File: config.mk
export PLATFORM = sky130hd
export DESIGN_NAME = iterative_alu
export DESIGN_NICKNAME = d
export VERILOG_FILES = /design/src/rtl/iterative_alu.sv
export SDC_FILE = /design/constraint.sdc
export NUM_CORES = 1
export LEC_CHECK = 0
export CORE_MARGIN = 2
export CORE_UTILIZATION = 40
export DETAILED_ROUTE_END_ITERATION = 8
export PLACE_DENSITY_LB_ADDON = 0.3
export SLEW_MARGIN = 20
export SYNTH_ARGS = -nofsm -noshare
export SYNTH_HDL_FRONTEND = slang
export SYNTH_SLANG_ARGS = --single-unit
export TNS_END_PERCENT = 20
File: constraint.sdc
create_clock -name clk -period 14.25 [get_ports clk]
set_input_delay 2.85 -clock clk [delete_from_list [all_inputs] [get_ports clk]]
set_output_delay 2.85 -clock clk [all_outputs]
set_load 0.005 [all_outputs]
File: src/rtl/iterative_alu.sv
// Datapath ALU with valid/ready handshake, branch-condition output and a
// one-bit-per-cycle multiply/divide sequencer.
module iterative_alu #(
  parameter int unsigned DATA_WIDTH  = 32,
  parameter int unsigned SHAMT_WIDTH = $clog2(DATA_WIDTH)
) (
  input  logic                  clk,
  input  logic                  reset,
  input  logic                  in_valid,
  output logic                  in_ready,
  input  logic [DATA_WIDTH-1:0] alu_in_1,
  input  logic [DATA_WIDTH-1:0] alu_in_2,
  input  logic [4:0]            alu_op,
  output logic                  out_valid,
  input  logic                  out_ready,
  output logic [DATA_WIDTH-1:0] alu_result,
  output logic                  alu_bcond
);

  localparam int unsigned W = DATA_WIDTH;

  localparam logic [4:0] OpAdd  = 5'd0;
  localparam logic [4:0] OpSub  = 5'd1;
  localparam logic [4:0] OpAnd  = 5'd2;
  localparam logic [4:0] OpOr   = 5'd3;
  localparam logic [4:0] OpXor  = 5'd4;
  localparam logic [4:0] OpSll  = 5'd5;
  localparam logic [4:0] OpSrl  = 5'd6;
  localparam logic [4:0] OpSra  = 5'd7;
  localparam logic [4:0] OpSlt  = 5'd8;
  localparam logic [4:0] OpSltu = 5'd9;
  localparam logic [4:0] OpJalr = 5'd10;
  localparam logic [4:0] OpBeq  = 5'd11;
  localparam logic [4:0] OpBne  = 5'd12;
  localparam logic [4:0] OpBlt  = 5'd13;
  localparam logic [4:0] OpBge  = 5'd14;
  localparam logic [4:0] OpMul  = 5'd16;
  localparam logic [4:0] OpDiv  = 5'd17;
  localparam logic [4:0] OpDivu = 5'd18;
  localparam logic [4:0] OpRem  = 5'd19;
  localparam logic [4:0] OpRemu = 5'd20;

  localparam logic [SHAMT_WIDTH-1:0] CntOne  = SHAMT_WIDTH'(1);
  localparam logic [SHAMT_WIDTH-1:0] CntLast = SHAMT_WIDTH'(W - 1);

  typedef enum logic [1:0] {StIdle, StBusy, StDone} state_e;

  state_e                 state_q;
  logic [SHAMT_WIDTH-1:0] cnt_q;
  logic [4:0]             op_q;
  logic [W-1:0]           a_q, b_q, acc_q, quo_q, rem_q, result_q;
  logic                   neg_quo_q, neg_rem_q, div_zero_q;
  logic                   bcond_q, out_valid_q, in_ready_q;

  assign in_ready   = in_ready_q;
  assign out_valid  = out_valid_q;
  assign alu_result = result_q;
  assign alu_bcond  = bcond_q;

  // Single-cycle operations, computed straight from the presented operands.
  logic [SHAMT_WIDTH-1:0] shamt;
  logic [W-1:0]           sum, simple_res;
  logic                   simple_bcond;

  always_comb begin
    shamt        = alu_in_2[SHAMT_WIDTH-1:0];
    sum          = alu_in_1 + alu_in_2;
    simple_res   = '0;
    simple_bcond = 1'b0;
    case (alu_op)
      OpAdd:  simple_res = sum;
      OpSub:  simple_res = alu_in_1 - alu_in_2;
      OpAnd:  simple_res = alu_in_1 & alu_in_2;
      OpOr:   simple_res = alu_in_1 | alu_in_2;
      OpXor:  simple_res = alu_in_1 ^ alu_in_2;
      OpSll:  simple_res = alu_in_1 << shamt;
      OpSrl:  simple_res = alu_in_1 >> shamt;
      OpSra:  simple_res = W'($signed(alu_in_1) >>> shamt);
      OpSlt:  simple_res = {{(W-1){1'b0}}, $signed(alu_in_1) < $signed(alu_in_2)};
      OpSltu: simple_res = {{(W-1){1'b0}}, alu_in_1 < alu_in_2};
      OpJalr: simple_res = {sum[W-1:1], 1'b0};
      OpBeq:  simple_bcond = (alu_in_1 == alu_in_2);
      OpBne:  simple_bcond = (alu_in_1 != alu_in_2);
      OpBlt:  simple_bcond = ($signed(alu_in_1) < $signed(alu_in_2));
      OpBge:  simple_bcond = ($signed(alu_in_1) >= $signed(alu_in_2));
      default: ;
    endcase
  end

  // Operand preparation for the sequencer: signed divides run on magnitudes.
  logic         is_iter, signed_div, sign_a, sign_b;
  logic [W-1:0] mag_a, mag_b;

  always_comb begin
    is_iter    = (alu_op >= OpMul) && (alu_op <= OpRemu);
    signed_div = (alu_op == OpDiv) || (alu_op == OpRem);
    sign_a     = signed_div & alu_in_1[W-1];
    sign_b     = signed_div & alu_in_2[W-1];
    mag_a      = sign_a ? -alu_in_1 : alu_in_1;
    mag_b      = sign_b ? -alu_in_2 : alu_in_2;
  end

  // One iteration step; the final step's values feed the result directly.
  logic [W:0]   rem_sh, rem_diff;
  logic         rem_ge;
  logic [W-1:0] rem_nx, quo_nx, acc_nx, quo_fix, rem_fix, iter_res;

  always_comb begin
    rem_sh   = {rem_q, quo_q[W-1]};
    rem_diff = rem_sh - {1'b0, b_q};
    rem_ge   = ~rem_diff[W];
    rem_nx   = rem_ge ? rem_diff[W-1:0] : rem_sh[W-1:0];
    quo_nx   = {quo_q[W-2:0], rem_ge};
    acc_nx   = acc_q + (b_q[0] ? a_q : '0);
    quo_fix  = neg_quo_q ? -quo_nx : quo_nx;
    rem_fix  = neg_rem_q ? -rem_nx : rem_nx;
    case (op_q)
      OpMul:         iter_res = acc_nx;
      OpDiv, OpDivu: iter_res = div_zero_q ? '1 : quo_fix;
      default:       iter_res = div_zero_q ? a_q : rem_fix;
    endcase
  end

  always_ff @(posedge clk) begin
    if (reset) begin
      state_q     <= StIdle;
      cnt_q       <= '0;
      op_q        <= '0;
      a_q         <= '0;
      b_q         <= '0;
      acc_q       <= '0;
      quo_q       <= '0;
      rem_q       <= '0;
      neg_quo_q   <= 1'b0;
      neg_rem_q   <= 1'b0;
      div_zero_q  <= 1'b0;
      result_q    <= '0;
      bcond_q     <= 1'b0;
      out_valid_q <= 1'b0;
      in_ready_q  <= 1'b1;
    end else begin
      unique case (state_q)
        StIdle: begin
          if (in_valid) begin
            op_q       <= alu_op;
            a_q        <= alu_in_1;
            in_ready_q <= 1'b0;
            if (is_iter) begin
              state_q    <= StBusy;
              cnt_q      <= '0;
              b_q        <= (alu_op == OpMul) ? alu_in_2 : mag_b;
              acc_q      <= '0;
              rem_q      <= '0;
              quo_q      <= mag_a;
              neg_quo_q  <= sign_a ^ sign_b;
              neg_rem_q  <= sign_a;
              div_zero_q <= (alu_in_2 == '0);
            end else begin
              state_q     <= StDone;
              b_q         <= alu_in_2;
              result_q    <= simple_res;
              bcond_q     <= simple_bcond;
              out_valid_q <= 1'b1;
            end
          end
        end
        StBusy: begin
          cnt_q <= cnt_q + CntOne;
          if (op_q == OpMul) begin
            a_q   <= a_q << 1;
            b_q   <= b_q >> 1;
            acc_q <= acc_nx;
          end else begin
            quo_q <= quo_nx;
            rem_q <= rem_nx;
          end
          if (cnt_q == CntLast) begin
            state_q     <= StDone;
            result_q    <= iter_res;
            bcond_q     <= 1'b0;
            out_valid_q <= 1'b1;
          end
        end
        StDone: begin
          if (out_ready) begin
            state_q     <= StIdle;
            out_valid_q <= 1'b0;
            in_ready_q  <= 1'b1;
          end
        end
        default: state_q <= StIdle;
      endcase
    end
  end

endmodule

==> summary.md <==
| Metric | Value |
|---|---|
| First-pass GRT wire length | `176.8 mm` |
| Antenna violations before repair | `6` |
| Max-Cap Viols | `0` |
| Synth Instances | `3542` |
| CP startpoint | `alu_in_2[4]` |
| Footprint of the multi-input gates | `19400 um^2` |
| Critical Path AT | `8.34 ns` |
| Worst reg2reg startpoint | `quo_q[31]` |
| Power Total | `2.399 mW` |
| Pin count of the biggest net entering global routing | `93` |
| Clock transition at path regs | `0.06 ns` |
| Tmin final | `7.894 ns` |
| PostCTS Resize Cnt | `0` |
| Die ar. | `64950 um^2` |
| Post-DR vias/cell | `6.668` |
| CP endpoint kind | `register` |
| Flop2flop setup slack | `7.44 ns` |
| Commonest non-fill, non-tap cell in the layout | `nor2_1` |
| Final period util | `0.5539` |
| Die Height | `254.9 um` |
| Sw Ratio | `0.4216` |
| P_sw | `1.012 mW` |
| Critical path class | `primary input to register` |
| Leak Pwr | `10.72 nW` |
| Maximum root-to-sink buffer count | `3` |
| Cell Pwr Density | `86.32 nW/um^2` |
| CTS tree | `done` |
| Fraction of registers with async set or reset after synthesis | `0` |
| WL final | `121.0 mm` |
| Hold path depth | `2` |
| Hpwl dp | `91.09 mm` |
| Cell internal pwr | `1.388 mW` |
| Clk_skew | `0.02206 ns` |
| All-Layer GR Usage | `0.3624` |
| Final worst slack | `6.356 ns` |
| Post-synth design cell area | `25170 um^2` |
| Clock power frac | `0.293` |
| Clk sink count | `210` |
| Fraction of layout cells with a size suffix above 1 | `0.07412` |
| Synth Area per Inst | `7.107 um^2` |
| Post-synth top area share | `0.1670` |
| Detailed-route DRC error count | `0` |
| Worst Tran Pin Value | `1.157 ns` |
| Max-slew violations | `0` |
| Post-CTS Setup Bufs | `0` |
| Row cnt | `91` |
| Initial core utilization | `0.4064` |
| Setup WS pre-CTS | `6.111 ns` |
| Antenna viol nets, final | `0` |
| Reg2Reg Depth | `21` |
| Peak VDD IR | `0.07723 mV` |
| # hold bufs at CTS | `0` |
| CTS H-tree lvls | `1` |
| Comb power frac | `0.414` |
| Fill cells | `6512` |
| Io pins | `108` |
| Sequential share of the synthesized area | `0.1670` |
| Final Wtd Congestion | `1.091` |
| PortBufs | `107` |
| Drt first pass iters | `6` |
| Setup TNS | `0 ns` |
| Worst path required time | `14.70 ns` |
| Max_slew headroom | `0.2263` |
| Unrepaired setup endpoints after global routing | `no` |
| Critical Path Start Type | `primary input` |
| Main synth FF type | `dfxtp_1` |
| Post-synth cell types | `88` |
| Ranking of synthesized cells by area | `dfxtp_1 17%, ha_1 8.4%, a21oi_1 6.2%, nor2_1 5.9%, nand2_1 5.9%` |
| CTS buffer count | `28` |
| Min-Delay Startpoint | `op_q[3]` |
| Class of the worst hold path | `register to register` |
| Status | `finished, final reports clean` |
| Fin nets | `3732` |
| Synthesized flop and latch total | `210` |
| Reg-to-Reg End | `alu_result[20]` |
| Fin. Hold Viols | `0` |
| Top cell type by total area after synthesis | `dfxtp_1` |
| Mapped Nets | `3788` |
| Final Setup Violations | `0` |
| Core area | `61940 um^2` |
| Drt wl/cell | `27.84 um` |
| Later-pin clock latency in the skew report | `0.59 ns` |
| Via Count | `28980` |
| Vias in the first global route | `26280` |
| Initial DRC count | `3945` |
| Most frequent cells in the layout | `394 x nor2_1, 393 x nand2_1, 313 x a21oi_1, 234 x o21ai_0, 210 x dfxtp_1` |
| Worst Hold Path EP | `op_q[3]` |
| Number of synthesized flops with an enable pin | `0` |
| Synth-to-Final Area Change | `10.43%` |
| Reg power frac | `0.293` |
| Root Buffer | `clkbuf_16` |
| Critical-path maximum fanout | `48` |
| Hold WS | `0.4566 ns` |
| Warnings from Yosys | `0` |
| Reg area | `4204 um^2` |
| Fmax | `0.1267 GHz` |
| Grt total ovfl | `0` |
| Die width | `254.9 um` |
[registers in the layout, summed over array words and instances (netlist names), 2 cells and up]
name,cells
cnt_q,5
rem_q,32
acc_q,32
a_q,32
quo_q,32
b_q,32
state_q,2
alu_result,32
op_q,5
[cells by family after synthesis]
group                    Yosys count  share of synthesized area
multiplexers                     168                    0.09255
flip-flops                       210                     0.1670
AO/OA/AOI/OAI                   1195                     0.3137
AND/OR/NAND/NOR                 1204                     0.2183
XOR/XNOR                         157                    0.05537
buffers and inverters            435                    0.06591
adder cells (fa/ha/maj)          173                    0.08718
[worst max-delay path by stage]
stage | end | slack, ns | depth (start not counted)
6_report | alu_result[22] | 6.36 | 16
5_1_grt | alu_result[22] | 6.21 | 16
4_1_cts | alu_result[31] | 6.69 | 16
3_5_place_dp | alu_result[31] | 6.11 | 16
3_3_place_gp | alu_result[31] | 6.24 | 16
2_1_floorplan | alu_result[31] | 6.99 | 17
[worst max-delay path: stages]
cell             delay (ns)
clkdlybuf4s50_1        0.45
buf_4                  0.43
inv_1                  0.41
ha_1                   0.50
a21oi_1                0.20
o21ai_0                0.17
a2111oi_0              0.85
o31ai_1                0.36
a31oi_1                0.39
o31a_1                 0.26
o21ai_0                0.19
a22oi_1                0.23
nor2_1                 0.07
a211oi_1               0.68
o21a_1                 0.18
o22ai_1                0.07
[metal layers]
metal / share of wire / vias to the layer above / global-route usage / routed length [um]
met4: 0.072 / 10 / 0.2190 / 8720
met5: 0.00062 / - / 0 / 75
li1: - / 12900 / - / -
met1: 0.40 / 13740 / 0.4794 / 47980
met3: 0.12 / 403 / 0.09224 / 14970
met2: 0.41 / 1924 / 0.5280 / 49240
[synth_stat cells, types with 54 or more instances]
cell and number:
nor2_1 397, nand2_1 393, a21oi_1 314, o21ai_0 235, clkbuf_1 221, dfxtp_1 210
ha_1 169, inv_1 161, xnor2_1 125, mux2i_1 100, nor3_1 89, a211oi_1 79
a22oi_1 78, nand3_1 54
[power by group through the flow]
stage / Sequential [mW] / Clock (mW) / Combinational, mW
6_report: 0.703 / 0.704 / 0.993
5_1_grt: 0.706 / 0.728 / 1.05
4_1_cts: 0.700 / 0.705 / 0.956
3_5_place_dp: 0.712 / 0 / 0.951
3_3_place_gp: 0.712 / 0 / 0.950
2_1_floorplan: 0.679 / 0 / 0.611
[metrics by stage]
| stage | cells | instance area, um^2 | utilization |
|---|---|---|---|
| after global placement | 4293 | 26900 | 0.4342 |
| final | 4346 | 27800 | 0.4488 |
| after global routing | 4345 | 27800 | 0.4488 |
| after detailed placement | 4293 | 26900 | 0.4342 |
| after CTS | 4345 | 27800 | 0.4488 |
| after floorplan | 3542 | 25170 | - |
[area by class of cell]
class,count,share of cell area
Multi-Input combinational cell,2897,0.6980
Antenna cell,1,0.00009002
Clock buffer,41,0.02989
Clock inverter,11,0.002475
Inverter,168,0.02268
Sequential cell,210,0.1512
Tap cell,837,0.03767
Timing Repair Buffer,181,0.05793
Note: power is estimated with default switching activity, not from simulation.
